## config.mk

```make
export PLATFORM = sky130hd
export DESIGN_NAME = usb_rx_decoder
export DESIGN_NICKNAME = d
export VERILOG_FILES = /design/src/rtl/usb_rx_decoder.sv
export SDC_FILE = /design/constraint.sdc
export NUM_CORES = 1
export LEC_CHECK = 0
export CORE_MARGIN = 2
export CORE_UTILIZATION = 45
export DETAILED_ROUTE_END_ITERATION = 6
export HOLD_SLACK_MARGIN = 0.1
export PLACE_DENSITY = 0.63
export SKIP_LAST_GASP = 1
export SLEW_MARGIN = 20
export SYNTH_ARGS = -nofsm -noshare
export SYNTH_HDL_FRONTEND = slang
export SYNTH_SLANG_ARGS = --single-unit
```

## constraint.sdc

```tcl
create_clock -name clk -period 5.25 [get_ports clk]
set_input_delay 0.525 -clock clk [delete_from_list [all_inputs] [get_ports clk]]
set_output_delay 0.525 -clock clk [all_outputs]
set_load 0.005 [all_outputs]
```

## src/rtl/usb_rx_decoder.sv

```systemverilog
// USB receive line decoder: SYNC detection, NRZI decode, bit unstuffing,
// EOP detection and error flagging, feeding a serial bit stream downstream.
module usb_rx_decoder #(
    parameter logic [7:0]  SYNC_PATTERN = 8'b0000_0001,
    parameter int unsigned STUFF_LEN    = 6,
    parameter int unsigned EOP_SE0_MIN  = 2,
    parameter int unsigned MAX_BITS     = 99,
    parameter int unsigned IDLE_J_LEN   = 8
) (
    input  logic       clk,
    input  logic       rst,
    input  logic       rx_en,
    input  logic       dp,
    input  logic       dm,
    output logic       bit_out,
    output logic       bit_valid,
    output logic       pkt_start,
    output logic       sync_ok,
    output logic       pkt_done,
    output logic       err,
    output logic [2:0] err_code,
    output logic [6:0] bit_count,
    output logic       busy
);

    localparam int unsigned ONES_W = $clog2(STUFF_LEN + 1);
    localparam int unsigned SE0_W  = $clog2(EOP_SE0_MIN + 1);
    localparam int unsigned JCNT_W = $clog2(IDLE_J_LEN);
    localparam int unsigned CNT_W  = 7;

    typedef enum logic [2:0] {
        ST_IDLE,
        ST_SYNC,
        ST_DATA,
        ST_EOP,
        ST_ERR
    } state_e;

    state_e              state_q;
    logic                prev_j_q;
    logic [ONES_W-1:0]   ones_cnt_q;
    logic [2:0]          sync_cnt_q;
    logic [SE0_W-1:0]    se0_cnt_q;
    logic [JCNT_W-1:0]   j_cnt_q;
    logic                bit_out_q;
    logic                bit_valid_q;
    logic                pkt_start_q;
    logic                sync_ok_q;
    logic                pkt_done_q;
    logic                err_q;
    logic [2:0]          err_code_q;
    logic [CNT_W-1:0]    bit_count_q;
    logic                busy_q;

    logic   line_j_c, line_k_c, line_se0_c, line_se1_c, line_jk_c;
    logic   dec_c, sync_exp_c, stuff_due_c;
    logic   err_fire_c;
    logic   [2:0] err_code_c;
    state_e state_nxt_c;

    // Line classification, NRZI decode, error detection and next state
    always_comb begin
        line_j_c    = dp & ~dm;
        line_k_c    = ~dp & dm;
        line_se0_c  = ~dp & ~dm;
        line_se1_c  = dp & dm;
        line_jk_c   = line_j_c | line_k_c;
        dec_c       = (line_j_c == prev_j_q);
        sync_exp_c  = SYNC_PATTERN[~sync_cnt_q];
        stuff_due_c = (ones_cnt_q == ONES_W'(STUFF_LEN));
        err_fire_c  = 1'b0;
        err_code_c  = 3'd0;
        state_nxt_c = state_q;

        if (rx_en) begin
            case (state_q)
                ST_SYNC, ST_DATA: begin
                    if (line_se1_c) begin
                        err_fire_c = 1'b1;
                        err_code_c = 3'd5;
                    end else if (line_se0_c && state_q == ST_SYNC) begin
                        err_fire_c = 1'b1;
                        err_code_c = 3'd3;
                    end else if (line_jk_c) begin
                        if (stuff_due_c) begin
                            if (dec_c) begin
                                err_fire_c = 1'b1;
                                err_code_c = 3'd1;
                            end
                        end else if (state_q == ST_SYNC && dec_c != sync_exp_c) begin
                            err_fire_c = 1'b1;
                            err_code_c = 3'd2;
                        end else if (bit_count_q == CNT_W'(MAX_BITS)) begin
                            err_fire_c = 1'b1;
                            err_code_c = 3'd4;
                        end
                    end
                end
                ST_EOP: begin
                    if (line_se1_c) begin
                        err_fire_c = 1'b1;
                        err_code_c = 3'd5;
                    end else if (line_k_c ||
                                 (line_j_c && se0_cnt_q < SE0_W'(EOP_SE0_MIN))) begin
                        err_fire_c = 1'b1;
                        err_code_c = 3'd3;
                    end
                end
                default: ;
            endcase
        end

        if (!rx_en) begin
            state_nxt_c = ST_IDLE;
        end else if (err_fire_c) begin
            state_nxt_c = ST_ERR;
        end else begin
            case (state_q)
                ST_IDLE: if (line_k_c) state_nxt_c = ST_SYNC;
                ST_SYNC: if (line_jk_c && !stuff_due_c && sync_cnt_q == 3'd7)
                             state_nxt_c = ST_DATA;
                ST_DATA: if (line_se0_c) state_nxt_c = ST_EOP;
                ST_EOP:  if (line_j_c) state_nxt_c = ST_IDLE;
                ST_ERR:  if (line_j_c && (se0_cnt_q != '0 ||
                                          j_cnt_q == JCNT_W'(IDLE_J_LEN - 1)))
                             state_nxt_c = ST_IDLE;
                default: state_nxt_c = ST_IDLE;
            endcase
        end
    end

    // State, counters and registered outputs
    always_ff @(posedge clk or posedge rst) begin
        if (rst) begin
            state_q     <= ST_IDLE;
            prev_j_q    <= 1'b1;
            ones_cnt_q  <= '0;
            sync_cnt_q  <= '0;
            se0_cnt_q   <= '0;
            j_cnt_q     <= '0;
            bit_out_q   <= 1'b0;
            bit_valid_q <= 1'b0;
            pkt_start_q <= 1'b0;
            sync_ok_q   <= 1'b0;
            pkt_done_q  <= 1'b0;
            err_q       <= 1'b0;
            err_code_q  <= '0;
            bit_count_q <= '0;
            busy_q      <= 1'b0;
        end else begin
            bit_out_q   <= 1'b0;
            bit_valid_q <= 1'b0;
            pkt_start_q <= 1'b0;
            sync_ok_q   <= 1'b0;
            pkt_done_q  <= 1'b0;
            err_q       <= 1'b0;
            state_q     <= state_nxt_c;
            busy_q      <= (state_nxt_c != ST_IDLE);

            if (line_jk_c) prev_j_q <= line_j_c;
            // Line is idle (J) after any exit from EOP
            if (rx_en && state_q == ST_EOP && state_nxt_c != ST_EOP) prev_j_q <= 1'b1;

            if (!rx_en) begin
                ones_cnt_q <= '0;
                sync_cnt_q <= '0;
                se0_cnt_q  <= '0;
                j_cnt_q    <= '0;
            end else if (err_fire_c) begin
                err_q      <= 1'b1;
                err_code_q <= err_code_c;
                se0_cnt_q  <= '0;
                j_cnt_q    <= '0;
            end else begin
                case (state_q)
                    ST_IDLE: begin
                        if (line_k_c) begin
                            bit_valid_q <= 1'b1;
                            pkt_start_q <= 1'b1;
                            bit_count_q <= CNT_W'(1);
                            sync_cnt_q  <= 3'd1;
                            ones_cnt_q  <= '0;
                        end
                    end
                    ST_SYNC, ST_DATA: begin
                        if (line_se0_c) begin
                            se0_cnt_q <= SE0_W'(1);
                        end else if (line_jk_c) begin
                            if (stuff_due_c) begin
                                ones_cnt_q <= '0;
                            end else begin
                                bit_valid_q <= 1'b1;
                                bit_out_q   <= dec_c;
                                bit_count_q <= bit_count_q + CNT_W'(1);
                                ones_cnt_q  <= dec_c ? ones_cnt_q + ONES_W'(1) : '0;
                                if (state_q == ST_SYNC) begin
                                    sync_cnt_q <= sync_cnt_q + 3'd1;
                                    if (sync_cnt_q == 3'd7) sync_ok_q <= 1'b1;
                                end
                            end
                        end
                    end
                    ST_EOP: begin
                        if (line_se0_c && se0_cnt_q != SE0_W'(EOP_SE0_MIN))
                            se0_cnt_q <= se0_cnt_q + SE0_W'(1);
                        if (line_j_c) pkt_done_q <= 1'b1;
                    end
                    ST_ERR: begin
                        if (line_se0_c) begin
                            se0_cnt_q <= SE0_W'(1);
                            j_cnt_q   <= '0;
                        end else if (line_j_c) begin
                            j_cnt_q <= j_cnt_q + JCNT_W'(1);
                        end else begin
                            se0_cnt_q <= '0;
                            j_cnt_q   <= '0;
                        end
                    end
                    default: ;
                endcase
            end
        end
    end

    assign bit_out   = bit_out_q;
    assign bit_valid = bit_valid_q;
    assign pkt_start = pkt_start_q;
    assign sync_ok   = sync_ok_q;
    assign pkt_done  = pkt_done_q;
    assign err       = err_q;
    assign err_code  = err_code_q;
    assign bit_count = bit_count_q;
    assign busy      = busy_q;

endmodule

```

==> summary.txt <==
Layout
  – Area of the multi-input gates: 1220 sq um
  – Fill cell count: 471
  – Share of cells above drive strength 1: 10.0%
  – Ant diodes: 0
  – Final net count: 257
  – Area growth, synth to finish: 14.3%
  – Register area: 802 sq um
  – Core Util, Final: 52.6%

Clocking
  – Cts bufs inserted: 5
  – Clock transition at path regs: 0.06 ns
  – Deepest clock path buffer count: 2
  – Post-CTS resize count: 0
  – Worst skew pair latency: 0.28 ns
  – # Post-CTS Setup Buffers: 0
  – CTS tree: done
  – CTS Sinks: 32
  – Root buf cell: clkbuf_8
  – CTS H-tree lvls: 2
  – Post-CTS Hold Fix Bufs: 0

Route
  – Post-route DRC violation count: 0
  – DR WL/cell: 15.4 um
  – Routed wl met3: 189 um
  – Met1 WL: 2220 um
  – DRT iter0 DRCs: 102
  – DR pass1 iterations: 4
  – Top sig layer: met4
  – Detail Route Antenna Nets: 0
  – DR vias: 1717
  – Vias/cell: 5.84
  – Detailed Route WL: 4530 um
  – Metal2 WL: 2070 um

Setup path
  – Crit-path max FO: 11
  – CP max-delay cell: a311oi_2
  – Critical Path, Cell by Cell: clkdlybuf4s50_1 -> inv_1 -> ha_1 -> xnor3_1 -> nand2_1 -> a311oi_2 -> o21ai_1 -> mux2_1
  – Crit path required time: 5.41 ns
  – R2R Setup Slk: 2.62 ns
  – WS Path Type: in -> reg
  – Worst r2r dst: bit_count[6]$_DFFE_PP0P_
  – Max incr delay on CP: 0.68 ns
  – FF-to-FF path depth: 5
  – Largest delay share family, worst path: compound AO/OA/AOI/OAI gates
  – WP buf/inv: 2
  – Critical Path Start Type: input pin
  – CP endpoint kind: register
  – Critical path data arrival time: 3.32 ns
  – Critical R2R Launch: state_q[1]$_DFF_PP0_

Pwr
  – PD cells: 239 nW/um^2
  – Pleak: 0.00106 uW
  – Peak VDD IR: 0.115 mV

Synth
  – FF+latch count, synth: 32
  – EDFF count, synth: 0
  – Synthesized area: 2130 sq um
  – Synth cell types: 59
  – Predominant post-synthesis flop cell: dfrtp_1
  – Register area share after synthesis: 37.6%
  – Avg Inst Size Synth: 9.60 sq um
  – Synth warn: 0
  – FFs w/ async S/R, synth: 100%
  – Synth Net Count: 240
  – Cell count after synthesis: 222

Outcome
  – Status: finished clean

STA
  – FMAX: 316 MHz
  – Final Skew: 0.00698 ns
  – Worst-Margin Slew: 0.744 ns
  – Headroom to the max-slew limit: 50.4%
  – Setup_tns: 0 ns
  – Final Hold Vio Count: 0
  – Fin crit share: 60.2%
  – RSZ-0062 raised after global routing: false
  – Setup Viol. Count Final: 0
  – Slew Viols, Final: 0
  – Final critical-path required period: 3.16 ns

Job
  – Max-Cap Viols: 0

Floorplan
  – Die footprint: 5300 sq um
  – Top-level I/O count: 22
  – Die height: 72.8 um
  – Width of the die: 72.8 um
  – Core Area: 4630 sq um
  – Num rows: 25
  – Initial Util: 46.0%

GRT
  – Gr usage total: 18.9%
  – Initial antenna violation count: 0
  – Global-route wire length before repair: 7780 um
  – Largest net degree at the start of global routing: 33
  – Vias in the first global route: 1659
  – Gr ovfl total: 0

Placed design
  – DP HPWL: 3170 um
  – Final GP Congestion: 0.793
  – Port bufs: 21

Hold path
  – Hold worst-path end: err_code[1]$_DFFE_PP0P_
  – Min-delay worst type: reg -> reg
  – Hold Path Stages: 1
  – Min-delay src: err_code[1]$_DFFE_PP0P_
## metrics by stage
step | setup slack [ns] | hold slack [ns] | cells | area [sq um] | total power, uW
6_report | 2.09 | 0.495 | 294 | 2430 | 582
5_1_grt | 1.88 | 0.509 | 294 | 2430 | 613
4_1_cts | 2.10 | 0.506 | 294 | 2430 | 590
3_5_place_dp | 1.81 | 0.486 | 286 | 2340 | 393
3_3_place_gp | 1.87 | 0.480 | 286 | 2340 | 393
2_1_floorplan | 2.87 | 0.483 | 222 | 2130 | 352
## kinds of logic after synthesis
group	count (synthesis)	share of synthesized area (%)
adder cells (fa/ha/maj)	13	7.63
XOR/XNOR	3	1.88
multiplexers	7	3.46
flip-flops	32	37.6
AO/OA/AOI/OAI	56	20.8
buffers and inverters	23	5.28
AND/OR/NAND/NOR	88	23.3
## worst register-to-register path, cell delays in order (launching register included)
cell and delay, ns:
dfrtp_1 0.67, nand2_1 0.24, o41ai_4 0.50, a311o_1 0.45
nand2b_1 0.32, o41ai_2 0.35
## report_power, final
group	total [uW]	internal, uW	switching, uW
combinational	112	52.5	59.6
clock	194	107	86.8
sequential	276	261	15.5
total	582	420	162
## layout make-up
cell class / instances / area share [%]
well taps: 54 / 2.77
inverters: 11 / 1.70
repair buffers: 22 / 8.94
clock buffers: 8 / 3.70
multi-input cells: 167 / 49.9
flip-flops and latches: 32 / 32.9
## layer usage
layer / vias up / global-route usage [%]
met1: 830 / 25.9
met3: 4 / 3.73
li1: 849 / -
met5: - / 0
met2: 34 / 29.9
met4: 0 / 6.17
## cells in the mapped netlist (3+ instances only)
master	instances	share of area (%)
a21oi_1	9	2.1
a31o_1	3	1.2
a31oi_1	5	1.5
and2_1	4	1.2
and3_1	3	0.88
and4_1	3	1.2
buf_2	3	0.70
clkbuf_1	5	0.88
dfrtp_1	31	36
ha_1	13	7.6
inv_1	10	1.8
mux2_1	3	1.6
mux2i_1	4	1.9
nand2_1	24	4.2
nand2b_1	5	1.5
nand3_1	5	1.2
nand4_1	5	1.5
nor2_1	12	2.1
nor2b_1	3	0.88
nor3_1	4	0.94
nor3b_1	4	1.4
o21ai_0	4	0.94
o21ai_1	6	1.4
o31ai_1	10	3.5
or2_2	4	1.2
## state kept, by name, indices dropped and copies added, names as in the netlist, 2 cells and up
signal and count:
bit_count 7, err_code 3, j_cnt_q 3, ones_cnt_q 3, se0_cnt_q 2, state_q 3
sync_cnt_q 3
## worst max-delay path by stage
stage	start	endpoint	slack, ns	cells past startpoint
2_1_floorplan	dm	err_code[0]$_DFFE_PP0P_	2.87	8
3_3_place_gp	dm	err_code[2]$_DFFE_PP0P_	1.87	8
3_5_place_dp	dm	err_code[0]$_DFFE_PP0P_	1.81	8
4_1_cts	dm	err_code[1]$_DFFE_PP0P_	2.10	8
5_1_grt	dm	err_code[0]$_DFFE_PP0P_	1.88	8
6_report	dm	err_code[2]$_DFFE_PP0P_	2.09	8
## cells in the final DEF, fill, tap and decap left out, types with 5 or more instances in the layout
| cell | netlist | final |
|---|---|---|
| a21oi_1 | 9 | 9 |
| a31oi_1 | 5 | 5 |
| clkbuf_8 | 0 | 6 |
| clkdlybuf4s50_1 | 0 | 21 |
| dfrtp_1 | 31 | 31 |
| ha_1 | 13 | 13 |
| inv_1 | 10 | 10 |
| nand2_1 | 24 | 24 |
| nand2b_1 | 5 | 5 |
| nand3_1 | 5 | 5 |
| nand4_1 | 5 | 5 |
| nor2_1 | 12 | 12 |
| o21ai_1 | 6 | 6 |
| o31ai_1 | 10 | 10 |
(Power assumes the default switching activity.)
